**config.mk**
```make
export PLATFORM = sky130hd
export DESIGN_NAME = core_mem_bridge
export DESIGN_NICKNAME = d
export VERILOG_FILES = /design/src/rtl/core_mem_bridge.sv
export SDC_FILE = /design/constraint.sdc
export NUM_CORES = 1
export LEC_CHECK = 0
export CORE_ASPECT_RATIO = 0.9
export CORE_MARGIN = 2
export CORE_UTILIZATION = 27
export CTS_BUF_LIST = sky130_fd_sc_hd__clkbuf_16
export CTS_CLUSTER_DIAMETER = 40
export CTS_CLUSTER_SIZE = 16
export DETAILED_ROUTE_END_ITERATION = 12
export DONT_BUFFER_PORTS = 1
export PLACE_DENSITY = 0.38
export REMOVE_ABC_BUFFERS = 1
export SLEW_MARGIN = 20
export SYNTH_ARGS = -nofsm -noshare
export SYNTH_HDL_FRONTEND = slang
export SYNTH_SLANG_ARGS = --single-unit
```
**constraint.sdc**
```tcl
create_clock -name clk -period 2.8 [get_ports clk]
set_clock_uncertainty 0.2 [all_clocks]
set_input_delay 0.84 -clock clk [delete_from_list [all_inputs] [get_ports clk]]
set_output_delay 0.84 -clock clk [all_outputs]
set_load 0.05 [all_outputs]
```
**src/rtl/core_mem_bridge.sv**
```systemverilog
// ---------------------------------------------------------------------------
// core_mem_bridge
//
// Sequences one load/store request from the core's memory stage onto the
// peripheral subsystem's start/busy command port. Store data is replicated
// across byte lanes with matching strobes, load data is shifted down from
// its lane and sign/zero-extended. The core sees a one-cycle acknowledge and
// is stalled for the whole transaction. A wait that exceeds TIMEOUT_CYCLES
// completes with an error so the core can never hang on a dead peripheral.
//
// Ports:
//   clk, rst           clock (rising edge), synchronous active-low reset
//   core_req/we/size/unsigned/addr/wdata   request from the core
//   core_rdata/ack/err/stall                response to the core
//   write_start/addr/data/strobe, write_busy   write command port
//   read_start/addr, read_data, read_busy      read command port
// ---------------------------------------------------------------------------
module core_mem_bridge #(
    parameter int ADDR_WIDTH     = 32,
    parameter int DATA_WIDTH     = 32,
    parameter int TIMEOUT_CYCLES = 256
) (
    input  logic                  clk,
    input  logic                  rst,
    input  logic                  core_req,
    input  logic                  core_we,
    input  logic [1:0]            core_size,
    input  logic                  core_unsigned,
    input  logic [ADDR_WIDTH-1:0] core_addr,
    input  logic [DATA_WIDTH-1:0] core_wdata,
    output logic [DATA_WIDTH-1:0] core_rdata,
    output logic                  core_ack,
    output logic                  core_err,
    output logic                  core_stall,
    output logic                  write_start,
    output logic [ADDR_WIDTH-1:0] write_addr,
    output logic [DATA_WIDTH-1:0] write_data,
    output logic [3:0]            write_strobe,
    input  logic                  write_busy,
    output logic                  read_start,
    output logic [ADDR_WIDTH-1:0] read_addr,
    input  logic [DATA_WIDTH-1:0] read_data,
    input  logic                  read_busy
);

    localparam logic [2:0] S_IDLE    = 3'd0;
    localparam logic [2:0] S_ISSUE   = 3'd1;
    localparam logic [2:0] S_WAIT_HI = 3'd2;
    localparam logic [2:0] S_WAIT_LO = 3'd3;
    localparam logic [2:0] S_RESP    = 3'd4;

    localparam int              CNT_W   = (TIMEOUT_CYCLES > 2) ? $clog2(TIMEOUT_CYCLES) : 1;
    localparam logic [CNT_W-1:0] CNT_MAX = CNT_W'(TIMEOUT_CYCLES - 1);

    logic [2:0]            state_q, state_d;
    logic                  we_q, we_d;
    logic [1:0]            size_q, size_d;
    logic                  unsigned_q, unsigned_d;
    logic [1:0]            offset_q, offset_d;
    logic                  err_q, err_d;
    logic [DATA_WIDTH-1:0] rdata_q, rdata_d;
    logic [CNT_W-1:0]      cnt_q, cnt_d;
    logic [ADDR_WIDTH-1:0] writeAddr_q, writeAddr_d;
    logic [DATA_WIDTH-1:0] writeData_q, writeData_d;
    logic [3:0]            writeStrobe_q, writeStrobe_d;
    logic [ADDR_WIDTH-1:0] readAddr_q, readAddr_d;

    logic                  misaligned;
    logic                  selBusy;
    logic [DATA_WIDTH-1:0] fmtData;
    logic [3:0]            fmtStrobe;
    logic [DATA_WIDTH-1:0] laneData;
    logic [DATA_WIDTH-1:0] loadResult;
    logic [ADDR_WIDTH-1:0] wordAddr;

    // Request decode: alignment check, word address and store lane
    // replication, all computed from the live request so they can be
    // latched in the accept cycle.
    always_comb begin
        misaligned = (core_size == 2'b11) ||
                     ((core_size == 2'b01) && core_addr[0]) ||
                     ((core_size == 2'b10) && (core_addr[1:0] != 2'b00));
        wordAddr   = {core_addr[ADDR_WIDTH-1:2], 2'b00};
        case (core_size)
            2'b00: begin
                fmtData   = {4{core_wdata[7:0]}};
                fmtStrobe = 4'b0001 << core_addr[1:0];
            end
            2'b01: begin
                fmtData   = {2{core_wdata[15:0]}};
                fmtStrobe = 4'b0011 << core_addr[1:0];
            end
            default: begin
                fmtData   = core_wdata;
                fmtStrobe = 4'b1111;
            end
        endcase
    end

    // Load extraction: bring the addressed lane down to bit 0, then extend
    // according to the latched size and signedness.
    always_comb begin
        laneData = read_data >> {offset_q, 3'b000};
        case (size_q)
            2'b00: loadResult = unsigned_q ? {{(DATA_WIDTH-8){1'b0}}, laneData[7:0]}
                                           : {{(DATA_WIDTH-8){laneData[7]}}, laneData[7:0]};
            2'b01: loadResult = unsigned_q ? {{(DATA_WIDTH-16){1'b0}}, laneData[15:0]}
                                           : {{(DATA_WIDTH-16){laneData[15]}}, laneData[15:0]};
            default: loadResult = laneData;
        endcase
    end

    assign selBusy = we_q ? write_busy : read_busy;

    // Transaction sequencer. A request is only accepted when neither busy
    // line is high, so a transaction abandoned by timeout drains before the
    // next one starts. The wait counter runs across both wait states; in
    // WAIT_LO completion is checked before the timeout so a transfer that
    // finishes on the last allowed cycle still succeeds.
    always_comb begin
        state_d       = state_q;
        we_d          = we_q;
        size_d        = size_q;
        unsigned_d    = unsigned_q;
        offset_d      = offset_q;
        err_d         = err_q;
        rdata_d       = rdata_q;
        cnt_d         = cnt_q;
        writeAddr_d   = writeAddr_q;
        writeData_d   = writeData_q;
        writeStrobe_d = writeStrobe_q;
        readAddr_d    = readAddr_q;
        case (state_q)
            S_IDLE: begin
                if (core_req && !write_busy && !read_busy) begin
                    we_d       = core_we;
                    size_d     = core_size;
                    unsigned_d = core_unsigned;
                    offset_d   = core_addr[1:0];
                    rdata_d    = '0;
                    if (misaligned) begin
                        err_d   = 1'b1;
                        state_d = S_RESP;
                    end else begin
                        err_d   = 1'b0;
                        state_d = S_ISSUE;
                        if (core_we) begin
                            writeAddr_d   = wordAddr;
                            writeData_d   = fmtData;
                            writeStrobe_d = fmtStrobe;
                        end else begin
                            readAddr_d = wordAddr;
                        end
                    end
                end
            end
            S_ISSUE: begin
                cnt_d   = '0;
                state_d = S_WAIT_HI;
            end
            S_WAIT_HI: begin
                if (cnt_q == CNT_MAX) begin
                    err_d   = 1'b1;
                    rdata_d = '0;
                    state_d = S_RESP;
                end else begin
                    cnt_d = cnt_q + 1'b1;
                    if (selBusy) begin
                        state_d = S_WAIT_LO;
                    end
                end
            end
            S_WAIT_LO: begin
                if (!selBusy) begin
                    if (!we_q) begin
                        rdata_d = loadResult;
                    end
                    state_d = S_RESP;
                end else if (cnt_q == CNT_MAX) begin
                    err_d   = 1'b1;
                    rdata_d = '0;
                    state_d = S_RESP;
                end else begin
                    cnt_d = cnt_q + 1'b1;
                end
            end
            S_RESP: begin
                state_d = S_IDLE;
            end
            default: begin
                state_d = S_IDLE;
            end
        endcase
    end

    // State and datapath registers; reset clears every register so all
    // outputs read zero on the cycle after reset is sampled.
    always_ff @(posedge clk) begin
        if (!rst) begin
            state_q       <= S_IDLE;
            we_q          <= 1'b0;
            size_q        <= 2'b00;
            unsigned_q    <= 1'b0;
            offset_q      <= 2'b00;
            err_q         <= 1'b0;
            rdata_q       <= '0;
            cnt_q         <= '0;
            writeAddr_q   <= '0;
            writeData_q   <= '0;
            writeStrobe_q <= 4'b0000;
            readAddr_q    <= '0;
        end else begin
            state_q       <= state_d;
            we_q          <= we_d;
            size_q        <= size_d;
            unsigned_q    <= unsigned_d;
            offset_q      <= offset_d;
            err_q         <= err_d;
            rdata_q       <= rdata_d;
            cnt_q         <= cnt_d;
            writeAddr_q   <= writeAddr_d;
            writeData_q   <= writeData_d;
            writeStrobe_q <= writeStrobe_d;
            readAddr_q    <= readAddr_d;
        end
    end

    // Start pulses come straight from the ISSUE state, so exactly one fires
    // per issued transaction and never both at once. Response fields are
    // gated by the ack so they read zero outside the response cycle.
    assign write_start  = (state_q == S_ISSUE) && we_q;
    assign read_start   = (state_q == S_ISSUE) && !we_q;
    assign core_ack     = (state_q == S_RESP);
    assign core_err     = core_ack && err_q;
    assign core_rdata   = core_ack ? rdata_q : '0;
    assign core_stall   = core_req && !core_ack;
    assign write_addr   = writeAddr_q;
    assign write_data   = writeData_q;
    assign write_strobe = writeStrobe_q;
    assign read_addr    = readAddr_q;

endmodule

```
; Word level (Yosys, flattened, before mapping)
; Cells that the tools add are included.
[word_totals]
ff_bits = 146
latchBits = 0
ramBits = 0
rom_bits = 0
inputBits = 105
out_inout_bits = 137
wordCells = 86
memories = 0
[op_classes]
add_sub_neg = 1
n_mul = 0
n_div = 0
n_lt_le_gt_ge = 0
eq_ne = 14
shifts = 3
mux = 27
bitwise = 2
n_reduce_logical = 27
[ops]
columns = op, n
row1 = $mux 32, 7
row2 = $pmux 32 s2, 2
row3 = $pmux 32 s3, 1
row4 = $shr 32x5->32, 1
row5 = $pmux 8 s3, 1
row6 = $mux 3, 6
row7 = $mux 8, 2
row8 = $pmux 3 s4, 1
row9 = $ne 3x3->1 const B, 3
row10 = $reduce_and 3->1, 3
row11 = $add 8x1->8 const B, 1
row12 = $eq 8x8->1 const B, 1
row13 = $logic_and 1x1->1, 8
row14 = $pmux 4 s2, 1
row15 = $reduce_and 4->1, 2
row16 = $eq 3x2->1 const B, 2
row17 = $reduce_bool 3->1, 2
row18 = $mux 1, 5
row19 = $eq 2x1->1 const B, 2
row20 = $eq 2x2->1 const B, 2
row21 = $logic_not 1->1, 4
row22 = $logic_not 2->1, 2
row23 = $ne 2x2->1 const B, 2
row24 = $reduce_and 2->1, 2
row25 = other kinds (9), 11

; Logic depth before layout (Yosys ltp)
[logic_depth]
ltp_word = 7
ltp_mapped = 7
depth_no_buf = 5

; Worst setup path after synthesis
; OpenSTA, ideal clock, no wires.
[synth_path]
path_kind = register to output
startpoint = reg state_q[0]
endpoint = out core_stall
arrival_time_ns = 1.728
required_time_ns = 1.760
slack_ns = 0.032
stages_incl_launch_ff = 5
path_buffers = 1
cell_sequence = dfxtp_1 -> buf_2 -> nor2_1 -> and2_1 -> nor2b_1
[synth_between]
elab_chain_cells = 3
[synth_lines]
columns = element, line_no
row1 = "start, declared", 55  ; logic [2:0] state_q, state_d;
row2 = "start signal, assigned", 213  ; state_q <= state_d;
row3 = $eq 3x3->1, 233  ; assign core_ack = (state_q == S_RESP);
row4 = named net core_ack, 32  ; output logic core_ack,
row5 = $logic_not 1->1, 236  ; assign core_stall = core_req && !core_ack;
row6 = $logic_and 1x1->1, 236
row7 = "end, declared", 34  ; output logic core_stall,
; The timed path passes the listed nets, and every way through them passes these cells.

; Worst setup path in the final report
[layout_path]
startpoint = reg state_q[0]
endpoint = out core_rdata[4]
[layout_between]
elab_chain_cells = 2
[layout_lines]
columns = element, line_no
row1 = $eq 3x3->1, 233
row2 = $mux 32, 235  ; assign core_rdata = core_ack ? rdata_q : '0;
row3 = "end, declared", 31  ; output logic [DATA_WIDTH-1:0] core_rdata,
; Every way passes these cells.

==> results.cfg <==
[final_layout]
postLayoutCoreUtil_pct = 34.3
synthToLayoutAreaGrowth_pct = 25.4
drive_gt1_share_pct = 16.1
finalNetCount = 907
n_antenna_cell = 0
stdcell_count = 1122

[die]
die_width_um = 169
start_util_pct = 27.4
die_area_um2 = 25700
coreArea_um2 = 24100
fp.dieH_um = 152
ios = 242
rows = 54

[global_route]
grt_first_pass_wirelength_mm = 33.1
grt_use_total_pct = 16.1
grt_max_degree = 84
first_global_vias = 5795
grt-ovfl-total = 0
grt_antenna_before_repair = 0

[sta]
worst_slew_pin_slew_ns = 0.568
min_period_over_period_pct = 97.5
fmax_mhz = 366
rsz0062_at_grt = false
setup_viol = 0
finalHoldViolations = 0
fin_crit_ns = 2.73
relSlewSlack_pct = 62.1
setup_tns_ns = 0
timing.final.max_slew_violations = 0

[routing]
viasPerCell = 5.09
num_vias = 5714
wirelength_mm = 20.7
drc_errors = 0
ant_nets = 0
dr.first_iter.drc_count = 252
first_pass_iters = 4
avgRoutedWirePerCell_um = 18.5

[placement]
dp_hpwl_mm = 14.5
gp_congestion = 0.786
placedCellCount = 1090
numPortBuffers = 0

[synth]
ys_types = 56
synth-seq-area-share_pct = 44.3
postSynth.asyncResetShare_pct = 0
ys.warnings.count = 0
synthCells = 778
ys.flop_type = dfxtp_1
synth-edff-count = 0
ys_ff_latch = 146
syn_avg_cell_area_um2 = 8.48
netlist_area_um2 = 6600

[clock_tree]
cts-htree-levels = 4
cts.sinks = 146
cts_buffers = 17
root_buffer = clkbuf_16
cts_hold_buf = 0
clk_pin_slew_ns = 0.06
cts_tree = done
insertion_delay_ns = 0.41
clockBufferDepth = 2

[setup_path]
cp.arrival_ns = 1.69
setup.worst_path.start_class = flop
cp-end-kind = primary output
crit_path_max_fanout = 34
required_ns = 1.76
crit_type = reg2out

[worst_hold_path]
hold_path.class = reg2reg

[power_and_ir_drop]
cellPowerDensity_nw_per_um2 = 673
p_leak_nw = 2.93
ir_drop_mv = 0.248

[job]
maxCapViolCount = 0

[status]
outcome = finished clean
worst max-delay path, cell delays in order, from the launching register on:
cell and delay (ns):
dfxtp_1 0.31, buf_4 0.17, nor2_2 0.17, buf_12 0.21, and3_1 0.25, buf_12 0.15
through the flow:
step / setup slack [ns] / hold slack [ns] / instance area (um^2) / power, mW
finish: 0.0712 / 0.254 / 8280 / 5.57
CTS: 0.00541 / 0.257 / 8270 / 5.65
global placement: 0.134 / 0.244 / 7690 / 3.33
global route: 0.000238 / 0.269 / 8280 / 5.83
floorplan: -1.06 / 0.225 / 6310 / 2.96
detailed placement: 0.0983 / 0.243 / 7690 / 3.35
metal layers:
metal  GRT usage, %  up-vias  part of all wire [%]
li1               -     2786                     -
met1           19.3     2707                    42
met2           26.1      199                    46
met3           7.01       22                    10
met4           4.80        0                   1.3
met5              0        -                     0
what timing repair did:
item,in CTS,in global routing
setup buffers,0,0
gates resized for setup,1,2
hold endpoints to repair,0,0
setup endpoints to repair,32,5
synth_stat cells (4+ instances only):
| cell type | count | area [um^2] |
|---|---|---|
| o2bb2ai_1 | 8 | 70.1 |
| inv_1 | 13 | 48.8 |
| a2111oi_4 | 4 | 110 |
| nand3_1 | 6 | 30.0 |
| nor2_1 | 33 | 124 |
| buf_4 | 8 | 60.1 |
| nand2b_1 | 5 | 31.3 |
| mux2i_1 | 38 | 380 |
| mux2_2 | 15 | 169 |
| a221o_1 | 16 | 160 |
| a21oi_1 | 89 | 445 |
| a221oi_1 | 7 | 61.3 |
| buf_2 | 11 | 55.1 |
| dfxtp_1 | 146 | 2920 |
| nand2_1 | 187 | 702 |
| buf_1 | 4 | 15.0 |
| nor2b_1 | 5 | 31.3 |
| a211oi_1 | 18 | 135 |
| a22o_1 | 9 | 78.8 |
| o21ai_0 | 18 | 90.1 |
| clkbuf_1 | 37 | 139 |
| and3_1 | 34 | 213 |
| o22ai_1 | 8 | 50.1 |
| o31ai_1 | 4 | 30.0 |
| nor3_1 | 6 | 30.0 |
cell families (layout without fill, tap and decap cells):
kind of cell               count (synthesis)  count (layout)  share of synthesized area (%)
muxes                                     53              53                           8.32
AOI/OAI and AO/OA                        199             199                           21.1
and+or+nand+nor                          301             301                           20.6
adders and majority gates                  1               1                          0.190
xor gates and xnor gates                   1               1                          0.133
other                                      1               4                         0.0568
buffers and inverters                     76             109                           5.33
DFF                                      146             146                           44.3
worst paths after layout:
kind / startpoint / to / slack, ns / cells past startpoint
min reg2reg: rdata_q[14] / rdata_q[14] / 0.25 / 1
max reg2reg: state_q[0] / write_data[18] / 0.64 / 6
min: rdata_q[14] / rdata_q[14] / 0.25 / 1
max: state_q[0] / core_rdata[4] / 0.07 / 5
flip-flops by register name, summed over array words and instances, names as in the netlist, 2 cells and up:
name,cells
cnt_q,8
offset_q,2
rdata_q,32
read_addr,30
size_q,2
state_q,3
write_addr,30
write_data,32
write_strobe,4
area by class of cell:
| type | count | area (um^2) |
|---|---|---|
| fill | 2461 | 15800 |
| multi-input combinational | 559 | 3380 |
| sequential | 146 | 2920 |
| timing repair buffer | 64 | 960 |
| clock buffer | 17 | 425 |
| tap | 308 | 385 |
| clock inverter | 15 | 155 |
| inverter | 13 | 50.0 |
power breakdown:
group | total [mW] | internal (mW) | switching [mW]
sequential | 2.32 | 2.14 | 0.180
combinational | 0.976 | 0.352 | 0.624
clock | 2.27 | 1.32 | 0.952
layout by cell type (no fill, tap or decap), drive strengths merged, types with 17 or more instances in the layout:
cell type / Yosys / layout
dfxtp: 146 / 146
o21ai: 18 / 18
a21oi: 89 / 89
and3: 34 / 34
buf: 26 / 64
mux2i: 38 / 38
nor2: 33 / 33
nand2: 187 / 187
a211oi: 18 / 18
inv: 13 / 18
clkbuf: 37 / 17
No activity file was read; power rests on OpenSTA's default activity.
